==> src/rtl/fir_tap_accumulator_if.sv <==
// Product/tap-index handshake and FIR output bus between the tap multiplier
// and the tap accumulator.
interface fir_tap_accumulator_if;
  logic        iMulValid;
  logic [15:0] iMulOut;
  logic [3:0]  iInSel;
  logic        iClrErr;
  logic [15:0] oFirOut;
  logic        oOutValid;
  logic        oBusy;
  logic        oSeqErr;

  modport master (
    output iMulValid, iMulOut, iInSel, iClrErr,
    input  oFirOut, oOutValid, oBusy, oSeqErr
  );

  modport slave (
    input  iMulValid, iMulOut, iInSel, iClrErr,
    output oFirOut, oOutValid, oBusy, oSeqErr
  );
endinterface

==> src/rtl/fir_tap_accumulator.sv <==
// Sums NUM_TAPS signed tap products per frame into a wide accumulator and
// emits one saturated 16-bit FIR sample per frame; flags tap-order violations.
module fir_tap_accumulator #(
  parameter int unsigned NUM_TAPS = 10,
  parameter int unsigned ACC_W    = 20
) (
  input  logic                 iClk_12M,
  input  logic                 iRst,
  fir_tap_accumulator_if.slave bus
);

  localparam logic [0:0] IDLE  = 1'b0;
  localparam logic [0:0] ACCUM = 1'b1;
  localparam logic [3:0] LAST_IDX = 4'(NUM_TAPS - 1);

  logic [0:0]              state;
  logic signed [ACC_W-1:0] acc;
  logic signed [ACC_W-1:0] prod_ext;
  logic signed [ACC_W-1:0] sum;
  logic [3:0]              expected;
  logic [15:0]             sat;

  assign prod_ext = {{(ACC_W-16){bus.iMulOut[15]}}, bus.iMulOut};
  assign sum      = acc + prod_ext;
  assign bus.oBusy = (state == ACCUM);

  // Bits above bit 15 must all match the sign bit for the sum to fit in 16 bits.
  always_comb begin
    sat = sum[15:0];
    if (!sum[ACC_W-1] && (|sum[ACC_W-2:15]))
      sat = 16'h7FFF;
    else if (sum[ACC_W-1] && !(&sum[ACC_W-2:15]))
      sat = 16'h8000;
  end

  always_ff @(posedge iClk_12M or posedge iRst) begin
    if (iRst) begin
      state         <= IDLE;
      acc           <= '0;
      expected      <= '0;
      bus.oFirOut   <= '0;
      bus.oOutValid <= 1'b0;
      bus.oSeqErr   <= 1'b0;
    end else begin
      bus.oOutValid <= 1'b0;
      if (bus.iClrErr)
        bus.oSeqErr <= 1'b0;
      // Violations below assign oSeqErr later, so a simultaneous clear loses.
      if (bus.iMulValid) begin
        case (state)
          IDLE: begin
            if (bus.iInSel == 4'd0) begin
              acc      <= prod_ext;
              expected <= 4'd1;
              state    <= ACCUM;
            end else begin
              bus.oSeqErr <= 1'b1;
            end
          end
          ACCUM: begin
            if (bus.iInSel == expected) begin
              if (expected == LAST_IDX) begin
                bus.oFirOut   <= sat;
                bus.oOutValid <= 1'b1;
                acc           <= '0;
                expected      <= '0;
                state         <= IDLE;
              end else begin
                acc      <= sum;
                expected <= expected + 4'd1;
              end
            end else if (bus.iInSel == 4'd0) begin
              bus.oSeqErr <= 1'b1;
              acc         <= prod_ext;
              expected    <= 4'd1;
            end else begin
              bus.oSeqErr <= 1'b1;
              acc         <= '0;
              expected    <= '0;
              state       <= IDLE;
            end
          end
          default: state <= IDLE;
        endcase
      end
    end
  end

endmodule

==> src/flat_wrapper.sv <==
// flat-port wrapper written by rule: the top's interface ports become plain ports
module fir_tap_accumulator_flat 
#(
  parameter int unsigned NUM_TAPS = 10,
  parameter int unsigned ACC_W    = 20
)
  (iClk_12M, iRst, bus_iMulValid, bus_iMulOut, bus_iInSel, bus_iClrErr, bus_oFirOut, bus_oOutValid, bus_oBusy, bus_oSeqErr);
  fir_tap_accumulator_if bus_i ();
  input  logic iClk_12M;
  input  logic iRst;
  input wire logic [$bits(bus_i.iMulValid)-1:0] bus_iMulValid;
  input wire logic [$bits(bus_i.iMulOut)-1:0] bus_iMulOut;
  input wire logic [$bits(bus_i.iInSel)-1:0] bus_iInSel;
  input wire logic [$bits(bus_i.iClrErr)-1:0] bus_iClrErr;
  output wire logic [$bits(bus_i.oFirOut)-1:0] bus_oFirOut;
  output wire logic [$bits(bus_i.oOutValid)-1:0] bus_oOutValid;
  output wire logic [$bits(bus_i.oBusy)-1:0] bus_oBusy;
  output wire logic [$bits(bus_i.oSeqErr)-1:0] bus_oSeqErr;
  assign bus_i.iMulValid = bus_iMulValid;
  assign bus_i.iMulOut = bus_iMulOut;
  assign bus_i.iInSel = bus_iInSel;
  assign bus_i.iClrErr = bus_iClrErr;
  assign bus_oFirOut = bus_i.oFirOut;
  assign bus_oOutValid = bus_i.oOutValid;
  assign bus_oBusy = bus_i.oBusy;
  assign bus_oSeqErr = bus_i.oSeqErr;
  fir_tap_accumulator #(.NUM_TAPS(NUM_TAPS), .ACC_W(ACC_W)) u_core (.iClk_12M(iClk_12M), .iRst(iRst), .bus(bus_i));
endmodule
==> config.mk <==
export PLATFORM = sky130hd
export DESIGN_NAME = fir_tap_accumulator_flat
export DESIGN_NICKNAME = d
export VERILOG_FILES = /design/src/rtl/fir_tap_accumulator_if.sv /design/src/rtl/fir_tap_accumulator.sv /design/src/flat_wrapper.sv
export SDC_FILE = /design/constraint.sdc
export NUM_CORES = 1
export LEC_CHECK = 0
export BUFFER_PORTS_ARGS = -buffer_cell sky130_fd_sc_hd__buf_4
export CORE_MARGIN = 2
export CORE_UTILIZATION = 58
export DETAILED_ROUTE_END_ITERATION = 7
export PLACE_DENSITY = 0.8
export SKIP_CTS_REPAIR_TIMING = 1
export SLEW_MARGIN = 20
export SYNTH_ARGS = -nofsm -noshare
export SYNTH_HDL_FRONTEND = slang
export SYNTH_SLANG_ARGS = --single-unit
export TNS_END_PERCENT = 50
==> constraint.sdc <==
create_clock -name iClk_12M -period 2.9 [get_ports iClk_12M]
set_input_delay 0.29 -clock iClk_12M [delete_from_list [all_inputs] [get_ports iClk_12M]]
set_output_delay 0.29 -clock iClk_12M [all_outputs]
set_load 0.02 [all_outputs]
Word level (Yosys, flattened, before mapping) --
Index checks and enable logic that the tools add are counted.
Storage, ports and cells: flip-flop bits (word level) 43, input bits 24, output and inout port bits 19, logic and storage cells 46
Cells by class: add/sub/neg operators 2, eq/ne operators 3, muxes and demuxes 25, bitwise logic cells 1, reductions and logical operators 9
Operators with widths (number):
- $mux W20 | 4
- $pmux W20 S2 | 1
- $mux W16 | 2
- $add A20 B16 Y20 | 1
- $mux W1 | 12
- $mux W4 | 3
- $pmux W4 S2 | 1
- $reduce_and A4 Y1 | 2
- $add A4 B1 Y4 const B | 1
- $eq A4 B4 Y1 | 1
- $eq A4 B4 Y1 const B | 1
- $logic_not A4 Y1 | 1
- $pmux W1 S2 | 2
- $reduce_or A4 Y1 | 1
- $logic_and A1 B1 Y1 | 2
- $logic_not A1 Y1 | 2
- $ne A2 B1 Y1 const B | 1
- $reduce_and A2 Y1 | 1
- $not A1 Y1 | 1

Depth between registers and ports, before layout --
depth in word-level cells 6, depth in mapped cells 10, gate-level depth less buffers 9

Least setup slack after synthesis --
OpenSTA, ideal clock, no wires.
path kind flip-flop to flip-flop, start reg u_core.acc[0], end reg u_core.bus.oFirOut[0], setup time 0.082 ns, arrival time 2.599 ns, data required time 2.818 ns, setup slack 0.219 ns, stages on the path, launching flop included 11, path buffers 1, clock period less this slack 2.681 ns, cells stage by stage dfrtp_1 ha_1 fa_1 a211oi_1 o211a_1 nor3_1 o311a_1 nor4_1 a32oi_2 buf_6 a22oi_2
Between the ends: cells in the longest elaborated chain, start to end 6, elaborated cells on any way between the ends 9, classes of those cells add/sub: 1; mux: 2; reduce/logical: 6
RTL lines:
- start: declaration | line fir_tap_accumulator.sv:17 | logic signed [ACC_W-1:0] acc;
- start signal: assignment | line fir_tap_accumulator.sv:53 | acc <= prod_ext;
- start signal: assignment | line fir_tap_accumulator.sv:69 | acc <= sum;
- start signal: assignment | line fir_tap_accumulator.sv:74 | acc <= prod_ext;
- $add A20 B16 Y20 (*) | line fir_tap_accumulator.sv:24 | assign sum = acc + prod_ext;
- $reduce_and A4 Y1 | line fir_tap_accumulator.sv:32 | else if (sum[ACC_W-1] && !(&sum[ACC_W-2:15]))
- $logic_not A1 Y1 | line fir_tap_accumulator.sv:32
- $logic_and A1 B1 Y1 | line fir_tap_accumulator.sv:32
- $mux W16 | line fir_tap_accumulator.sv:32
- $mux W16 (*) | line fir_tap_accumulator.sv:30 | if (!sum[ACC_W-1] && (|sum[ACC_W-2:15]))
- end signal: assignment | line fir_tap_accumulator.sv:63 | bus.oFirOut <= sat;
- end: declaration | line fir_tap_accumulator_if.sv:20 | output oFirOut, oOutValid, oBusy, oSeqErr
Mark *: on every way between the ends. The rest lies on a longest branch, timed or not. A chain may end at the register's enable or synchronous reset.

Worst setup path after layout --
start reg u_core.acc[9], end reg u_core.bus.oFirOut[1]
Same word-level chain as after synthesis.

==> results by group <==
Outcome
  – Status: completed

Timing
  – Peak Freq: 0.353 GHz
  – Fin. Hold Viols: 0
  – Fin worst setup slack: 68.5 ps
  – Clock skew: 7.22 ps
  – Worst-Margin Slew: 764 ps
  – Final Critical Period: 2830 ps
  – Slew Viols, Final: 0
  – Final cycle utilization of the critical path: 0.976
  – Relative slew slack: 0.490
  – RSZ-0062 raised after global routing: true
  – Final Setup Violations: 0
  – Final TNS setup: 0 ps

Clock network
  – Total CTS buffers: 5
  – CTS tree: yes
  – Worst skew pair latency: 300 ps
  – H-Tree Depth: 2
  – Root Driver: clkbuf_8
  – Clk buf depth: 2
  – Reg clk slew, reported paths: 80 ps
  – CTS Sinks: 43

Synthesis
  – Post-Synth Adder-Cell Area: 0.0894
  – Synth Area in XOR/XNOR: 0.0688
  – Yosys cell types: 58
  – YS warnings: 0
  – Top post-synthesis cells by area: dfrtp_1 34%, ha_1 8.3%, nand2_1 6.4%, o21ai_0 5.7%, a21oi_1 5.2%
  – Register bit total from synthesis: 43
  – Synth top cells by count: 54 x nand2_1, 43 x dfrtp_1, 36 x o21ai_0
  – Mux contribution to synthesized area: 0.00672
  – EDFF count, synth: 0
  – Largest family of logic cells by synthesized area: compound AO/OA/AOI/OAI gates
  – Syn Area/Cell: 9.04 um2
  – Post-synthesis async set-or-reset flop share: 1.00
  – Cells after Synth: 350
  – Syn Nets: 396
  – Top FF cell, synth: dfrtp_1
  – Most frequent cell after synthesis: nand2_1
  – Compound-gate portion of the synthesized area: 0.322
  – Area share of the largest cell type after synthesis: 0.340
  – Sequential share of the synthesized area: 0.340
  – Cell accounting for the most synthesized area: dfrtp_1
  – Simple-Gate Fraction of Synth Area: 0.135
  – Mapped cell area: 3160 um2

Pwr
  – P_leak: 1.76 nW
  – Comb pwr share: 0.592
  – Int Power: 1.62 mW
  – Switch Pwr: 1.28 mW
  – Sequential share of power: 0.262
  – Clock network fraction of total power: 0.146
  – PD cells: 743 nW/um2
  – Sw frac: 0.441
  – Peak supply drop: 0.000471 V

Floorplan
  – Core Box Area: 5170 um2
  – Die area: 6060 um2
  – Std-Cell Rows: 26
  – Die W: 77.8 um
  – IO Count: 43
  – Die Y: 77.8 um
  – Initial Util: 0.612

Placed design
  – Setup WS pre-CTS: 24.2 ps
  – Placed instance count: 463
  – DP Wirelength: 5.85 mm
  – Port Buffers: 42
  – GPL Wtd Cong: 0.926

Layout
  – Cell Count, Final, Fillers Out: 476
  – Final Core Density: 0.754
  – Antenna Cells: 0
  – Nets: 451
  – Share of layout cells above drive strength 1: 0.278
  – Footprint of the multi-input gates: 2070 um2
  – Fillers: 379
  – Synth-to-Final Area Change: 23.2%
  – Reg area: 1080 um2

Setup path
  – CP max-delay cell: or4_1
  – Worst Path Required: 3080 ps
  – CP max stage delay: 500 ps
  – Critical path peak fanout: 6
  – Worst setup path startpoint: u_core.acc[9]
  – Family with the most delay on the worst path: compound AO/OA/AOI/OAI gates
  – Crit path launch type: register
  – Arrival @ worst endpoint: 3010 ps
  – Worst R2R Start: u_core.acc[9]
  – Worst Reg2Reg Path Length in Cells: 10
  – Worst-path cell chain: ha_1 -> a21oi_1 -> nor2_1 -> or4_1 -> o211ai_1 -> buf_4 -> nor4_4 -> a32oi_4 -> clkbuf_16 -> a22oi_2
  – Critical path depth in cells: 10
  – CP Buf/Inv Count: 2
  – Critical Path Sink Type: register
  – Crit Path Category: reg -> reg

Route
  – Remaining DRCs: 0
  – DRT Pass-1 Iters: 4
  – Post-route ant nets: 0
  – Routed len/inst: 16.7 um
  – Total number of vias: 2914
  – First DRT Iteration DRCs: 197
  – WL final: 7.96 mm
  – Vias per inst: 6.12

Global route
  – Number of global-route vias before repair: 2735
  – Largest net degree at the start of global routing: 32
  – First-pass GRT wire length: 13.0 mm
  – Total gr overflow: 0
  – Initial antenna violation count: 0
  – Gr usage total: 0.267

Run
  – # Max-Cap Violations: 0

Hold path
  – Worst min path class: in -> async
area by class of cell:
class | count | share of cell area
clock buffer | 7 | 0.0247
clock inverter | 1 | 0.00193
inverter | 7 | 0.00674
multi-input combinational | 283 | 0.532
sequential | 43 | 0.276
tap | 70 | 0.0225
timing repair buffer | 65 | 0.136
per-stage QoR:
| step | area, um2 | power, mW | hold WS [ps] |
|---|---|---|---|
| final | 3900 | 2.90 | 81.4 |
| after global routing | 3900 | 3.10 | 123 |
| after CTS | 3740 | 2.73 | 157 |
| after detailed placement | 3640 | 2.30 | 477 |
| after global placement | 3640 | 2.26 | 469 |
| after floorplan | 3160 | 1.87 | 386 |
power by group through the flow:
stage	combinational, mW	clock (mW)	sequential, mW
after CTS	1.54	0.435	0.756
final	1.72	0.423	0.758
after detailed placement	1.54	0	0.767
after floorplan	1.12	0	0.749
after global routing	1.87	0.457	0.771
after global placement	1.50	0	0.761
flip-flops by register name (all words and copies together), names as in the netlist:
register	flops
u_core.acc	20
u_core.bus.oFirOut	16
u_core.bus.oOutValid	1
u_core.expected	4
u_core.bus.oSeqErr	1
u_core.bus.oBusy	1
kinds of logic (layout without fill, tap and decap cells):
logic type | Yosys count | after routing
xor+xnor | 21 | 21
mux | 2 | 2
buf+inv | 24 | 80
simple gates | 95 | 95
flops | 43 | 43
compound gates | 143 | 143
fa+ha+maj | 22 | 22
worst paths after layout:
check,slack [ps],end
min reg2reg,500,u_core.acc[13]
max,70,u_core.bus.oFirOut[1]
max in group asynchronous,2160,u_core.acc[0]
max reg2reg,70,u_core.bus.oFirOut[1]
min in group iClk_12M,170,u_core.bus.oSeqErr
min,80,u_core.bus.oSeqErr
layer usage:
metal / vias up / track usage / wire (um)
li1: 1411 / - / -
met1: 1403 / 0.356 / 3550
met2: 82 / 0.438 / 3870
met3: 18 / 0.0395 / 341
met4: 0 / 0.102 / 205
met5: - / 0 / 0
cells in the final DEF (no fill, tap or decap), types with 4 or more instances in the layout:
master,n
buf_4,62
nand2_1,54
dfrtp_1,43
o21ai_0,36
a21oi_1,33
ha_1,20
a22oi_1,17
nor2_1,13
xor2_1,12
a22oi_2,11
clkbuf_8,7
o211ai_1,6
xnor2_1,6
inv_1,6
a21o_1,6
nand4_1,5
nand3_1,4
No activity file was read; power rests on OpenSTA's default activity.
